$ cat src/rtl/butterfly_controller.sv
// Button-driven sequencer for the butterfly datapath. It debounces the pushbutton, walks
// through operand entry, runs a 4-cycle multiply burst, then steps the results to the display.
module butterfly_controller #(
  parameter int DEBOUNCE_CYCLES = 500000
) (
  input  logic       clk,
  input  logic       reset,
  input  logic       btn,
  output logic       load_coeff,
  output logic       load_b,
  output logic       load_mult,
  output logic       multiply,
  output logic       load_output_reg,
  output logic       subtract,
  output logic       mult_out_select,
  output logic       fbr_input,
  output logic [3:0] step,
  output logic       busy
);

  localparam int CNT_W = (DEBOUNCE_CYCLES > 1) ? $clog2(DEBOUNCE_CYCLES) : 1;
  localparam logic [CNT_W-1:0] CNT_LAST = CNT_W'(DEBOUNCE_CYCLES - 1);

  typedef enum logic [3:0] {
    W_REW = 4'd0,  W_IMW = 4'd1,  W_REB = 4'd2,  W_IMB = 4'd3,
    C_M0  = 4'd4,  C_X0  = 4'd5,  C_M1  = 4'd6,  C_X1  = 4'd7,
    W_REA = 4'd8,  W_IMA = 4'd9,  D_REY = 4'd10, D_IMY = 4'd11,
    D_REZ = 4'd12, D_IMZ = 4'd13
  } state_t;

  logic             sync_p0, sync_p1;
  logic             deb;
  logic [CNT_W-1:0] cnt;
  logic             press;
  state_t           state;

  // Button path: 2-flop synchroniser, stability counter, rising-edge pulse
  always_ff @(posedge clk) begin
    if (reset) begin
      sync_p0 <= 1'b0;
      sync_p1 <= 1'b0;
      deb     <= 1'b0;
      cnt     <= '0;
      press   <= 1'b0;
    end else begin
      sync_p0 <= btn;
      sync_p1 <= sync_p0;
      press   <= 1'b0;
      if (sync_p1 == deb) begin
        cnt <= '0;
      end else if (cnt == CNT_LAST) begin
        deb   <= ~deb;
        cnt   <= '0;
        press <= ~deb;
      end else begin
        cnt <= cnt + 1'b1;
      end
    end
  end

  // Sequencer: strobes are registered and live only for the cycle after their trigger
  always_ff @(posedge clk) begin
    if (reset) begin
      state           <= W_REW;
      load_coeff      <= 1'b0;
      load_b          <= 1'b0;
      load_mult       <= 1'b0;
      multiply        <= 1'b0;
      load_output_reg <= 1'b0;
      subtract        <= 1'b0;
      mult_out_select <= 1'b0;
      fbr_input       <= 1'b0;
      busy            <= 1'b0;
    end else begin
      load_coeff      <= 1'b0;
      load_b          <= 1'b0;
      load_mult       <= 1'b0;
      multiply        <= 1'b0;
      load_output_reg <= 1'b0;
      subtract        <= 1'b0;
      mult_out_select <= 1'b0;
      fbr_input       <= 1'b0;
      busy            <= 1'b0;
      case (state)
        W_REW: if (press) begin load_coeff <= 1'b1; state <= W_IMW; end
        W_IMW: if (press) begin load_coeff <= 1'b1; state <= W_REB; end
        W_REB: if (press) begin load_b <= 1'b1; state <= W_IMB; end
        W_IMB: if (press) begin load_b <= 1'b1; busy <= 1'b1; state <= C_M0; end
        C_M0: begin
          load_b    <= 1'b1;
          load_mult <= 1'b1;
          subtract  <= 1'b1;
          busy      <= 1'b1;
          state     <= C_X0;
        end
        C_X0: begin
          multiply <= 1'b1;
          subtract <= 1'b1;
          busy     <= 1'b1;
          state    <= C_M1;
        end
        C_M1: begin
          load_mult <= 1'b1;
          busy      <= 1'b1;
          state     <= C_X1;
        end
        C_X1: begin
          multiply <= 1'b1;
          state    <= W_REA;
        end
        W_REA: if (press) begin load_output_reg <= 1'b1; fbr_input <= 1'b1; state <= W_IMA; end
        W_IMA: if (press) begin load_output_reg <= 1'b1; state <= D_REY; end
        D_REY: if (press) begin load_output_reg <= 1'b1; mult_out_select <= 1'b1; state <= D_IMY; end
        D_IMY: if (press) begin load_output_reg <= 1'b1; subtract <= 1'b1; state <= D_REZ; end
        D_REZ: if (press) begin
          load_output_reg <= 1'b1;
          subtract        <= 1'b1;
          mult_out_select <= 1'b1;
          state           <= D_IMZ;
        end
        D_IMZ: if (press) state <= W_REW;
        default: state <= W_REW;
      endcase
    end
  end

  assign step = state;

endmodule

$ cat config.mk
export PLATFORM = sky130hd
export DESIGN_NAME = butterfly_controller
export DESIGN_NICKNAME = d
export VERILOG_FILES = /design/src/rtl/butterfly_controller.sv
export SDC_FILE = /design/constraint.sdc
export NUM_CORES = 1
export LEC_CHECK = 0
export CORE_MARGIN = 2
export CORE_UTILIZATION = 42
export CTS_BUF_LIST = sky130_fd_sc_hd__clkbuf_4
export DETAILED_ROUTE_END_ITERATION = 12
export PLACE_DENSITY_LB_ADDON = 0.2
export SLEW_MARGIN = 20
export SYNTH_ARGS = -nofsm -noshare
export SYNTH_HDL_FRONTEND = slang
export SYNTH_SLANG_ARGS = --single-unit
$ cat constraint.sdc
create_clock -name clk -period 1.75 [get_ports clk]
set_input_delay 0.35 -clock clk [delete_from_list [all_inputs] [get_ports clk]]
set_output_delay 0.35 -clock clk [all_outputs]
set_load 0.01 [all_outputs]
=== After elaboration in Yosys (flattened, before gate mapping) ===
Index checks and enable logic that the tools add are counted.
Widths: inputs -> output; s select.

* Flip-flop bits (word level): 36
* Latch bits: 0
* Bits in writable memories: 0
* Bits in read-only memories: 0
* Bits of input ports: 3
* Output and inout bits: 13
* Memories: 0

* Add/sub/neg operators: 1
* $mul: 0
* Divide/modulo/power cells: 0
* Order comparisons: 0
* Eq/ne operators: 25
* Shift-type cells: 0
* Mux-type cells: 17
* Bitwise logic cells: 7
* Reductions and logical operators: 18

{| class="wikitable"
|+ Operators by type and width
! cell !! count
|-
| $pmux 4 s14 || 1
|-
| $mux 4 || 10
|-
| $eq 4x4->1 const B || 6
|-
| $reduce_or 2->1 || 11
|-
| $ne 2x2->1 const B || 10
|-
| $add 19x1->19 const B || 1
|-
| $eq 19x19->1 const B || 1
|-
| $eq 4x3->1 const B || 4
|-
| $reduce_and 10->1 || 1
|-
| $reduce_or 3->1 || 3
|-
| $eq 4x2->1 const B || 2
|-
| $not 1->1 || 7
|-
| $pmux 1 s2 || 3
|-
| $reduce_or 5->1 || 1
|-
| $eq 4x1->1 const B || 1
|-
| $logic_not 4->1 || 1
|-
| $mux 1 || 3
|-
| $reduce_and 2->1 || 1
|-
| $eq 1x1->1 || 1
|}

=== Logic depth before layout (Yosys ltp) ===
* Depth in word-level cells: 4
* Depth in mapped cells: 6

=== Least setup slack after synthesis ===
No wires, ideal clock.

* Path kind: register to register
* Start: register cnt[0]
* End: register cnt[14]
* Arrival time: 1.490 ns
* Data required time: 1.635 ns
* Setup slack: 0.145 ns
* Cell stages (with the launch flop): 7
* Path buffers: 1
* Period minus slack after synthesis: 1.605 ns
* Path through: dfxtp_1 ha_1 and4_2 nand2_1 o21ai_2 buf_6 nor2_1

* Cells in the longest elaborated chain, start to end: 2
* Elaborated cells on any way between the ends: 3
* Classes of those cells: add/sub: 1; eq/ne: 1; reduce/logical: 1

{| class="wikitable"
|+ RTL lines
! item !! line !! text
|-
| start, declared || 33 || <nowiki>logic [CNT_W-1:0] cnt;</nowiki>
|-
| start signal, assigned || 56 || <nowiki>cnt <= cnt + 1'b1;</nowiki>
|-
| parallel branches: the longest is 2 deep, another holds $add 19x1->19 || - ||
|}

Parallel ways; which one is timed is not known.
A chain may end at the register's enable or synchronous reset.

=== Final worst setup path ===
* Start: register cnt[5]
* End: register cnt[17]

The elaborated chain is that of the path after synthesis.

==> impl_metrics.ini <==
[die]
start_util_pct = 45.02
dieArea_um2 = 4162
die_h_um = 64.51
io_pins = 16
die_w_um = 64.51
core.rowCount = 21
core_um2 = 3416

[layout]
largest_reg_flops = 19
syn2layout_area_growth_pct = 20.99
drive_above_1_share_pct = 14.21
layout.nets = 200
final_cell_mix = dfxtp_1, nor2_1, clkdlybuf4s50_1
final_common_cell = dfxtp_1
antenna_cells = 0
nFillCells = 326
top_register = cnt
finalInstanceArea_um2 = 1861

[synthesis]
synth_top_area_share_pct = 46.87
ys_ff_latch = 36
ys_seq_area_share_pct = 46.87
synth_area_um2 = 1538
yosys-top-cells-area = dfxtp_1, xnor2_1, nor2_1, nor4_1, nor3_1
netlist_instances = 169
synth_top_area_cell = dfxtp_1
ys.flop_type = dfxtp_1
avgSynthCellArea_um2 = 9.099
synth_cell_types = 37
yosys_warnings = 0
syn_nets = 173
async_reset_ff_share_pct = 0
synth_edf_count = 0

[drt]
vias = 1279
detail-route-antenna-nets = 0
drc = 0
via_per_inst = 5.263
wirelength_um = 2877
drtIter0Drc = 54
dr.pass1.iters = 4
wl_per_cell_um = 11.84

[timing]
tightestPinTransition_ns = 0.3693
setup_violations = 0
tns_ns = 0
fmax_mhz = 606.4
fin_crit_sh_pct = 94.23
slew_violations = 0
rsz0062_at_grt = no
post-route-min-period_ns = 1.649
fin_worst_skew_ns = 0.01197
hold_viol = 0
max_slew_margin_pct = 75.15

[setup_path]
worstSetupPathType = register to register
cp.arrival_ns = 1.93
critPathCaptureType = register
critPathMaxFanout = 7
crit_path_start_kind = register
critPathRequiredTime_ns = 2.03

[placed_design]
gp_congestion = 0.8714
port_buffers = 15
postPlaceCellArea_um2 = 1798
hpwl_um = 2033

[clocking]
cts_tree = done
cts_buffers = 5
hold_buffers = 0
clk_path_buf_depth = 2
insertion_delay_ns = 0.34
htree_num_levels = 2
root_buffer = clkbuf_4
numClockSinks = 36
path_clk_slew_ns = 0.11

[grt]
grt_use_total_pct = 15.88
grt_max_degree = 20
grt_first_pass_wirelength_um = 5250
grt_overflow = 0
grt_pass1_vias = 1192
grt_antenna_before_repair = 0

[power]
power_leakage_uw = 0.0005866
vdd_drop_max_mv = 0.4290
p_per_area_nw_per_um2 = 689.9
p_total_uw = 1284

[run_status]
status = complete, no violations

[flow_run]
maxCapViolCount = 0

[hold_path]
hp-class = register to register
[layer usage]
layer | vias to the layer above | routed length, um | track usage [%]
li1 | 649 | - | -
met1 | 603 | 1437 | 20.72
met2 | 22 | 1296 | 25.00
met3 | 5 | 101 | 4.167
met4 | 0 | 41 | 6.383
met5 | - | 0 | 0
[kinds of logic after synthesis]
logic type                 count (synthesis)  synth area share, %
DFF                                       36                46.87
AOI/OAI and AO/OA                         24                9.439
adders and majority gates                  1               0.8135
buffers and inverters                     12                3.661
and+or+nand+nor                           79                29.54
xor gates and xnor gates                  17                9.682
[where the power goes]
group	total [uW]	leakage (uW)	switching [uW]	internal, uW
Combinational	21.7	0.000267	11.4	10.3
Clock	439	0.0000293	270	168
Sequential	823	0.000290	1.28	822
Total	1280	0.000587	283	1000
[through the flow]
stage	hold WS, ns	std cells	setup slack, ns	utilization, %
floorplan	0.4138	169	0.1453	-
global placement	0.4348	235	0.1637	52.64
detailed placement	0.4409	235	0.1387	52.64
CTS	0.4561	243	0.1146	54.29
global route	0.4702	243	0.01540	54.47
finish	0.4483	243	0.1009	54.47
[Yosys cell counts (2+ instances only)]
library cell,number
inv_1,5
a211oi_1,2
nand3_1,6
nor2_1,20
o21ai_0,7
nand2b_1,4
clkbuf_1,4
a21oi_1,8
nor4b_1,3
nor3_1,9
nor4_1,8
nand2_1,10
o31ai_1,3
dfxtp_1,36
xor2_1,5
xnor2_1,12
nand4_1,4
nor2b_1,4
[path summary, 6_finish.rpt]
| kind | startpoint | end | slack, ns | depth (start not counted) |
|---|---|---|---|---|
| setup / recovery | cnt[5] | cnt[17] | 0.10 | 4 |
| hold / removal | sync_p0 | sync_p1 | 0.45 | 1 |
| setup reg to reg | cnt[5] | cnt[17] | 0.10 | 4 |
| hold reg to reg | sync_p0 | sync_p1 | 0.45 | 1 |
[worst max-delay path, stage by stage (launching register included)]
cell and delay (ns):
dfxtp_1 0.47, nand2_1 0.15, or3_4 0.41, or4_4 0.43
a21oi_2 0.14
[timing repair]
action / 4_1_cts / 5_1_grt
resized for setup: 0 / 1
hold endpoints to repair: 0 / 0
endpoints found under the setup margin: 0 / 2
buffers inserted: 0 / 0
[final cells by class]
cell class / instances / area, um^2 / area share, %
clock buffers: 6 / 45.04 / 2.421
clock inverters: 2 / 11.26 / 0.6052
inverters: 5 / 18.77 / 1.009
multi-input cells: 121 / 767.0 / 41.22
flip-flops and latches: 36 / 720.7 / 38.74
well taps: 46 / 57.56 / 3.093
repair buffers: 27 / 240.2 / 12.91
(Power assumes the default switching activity.)
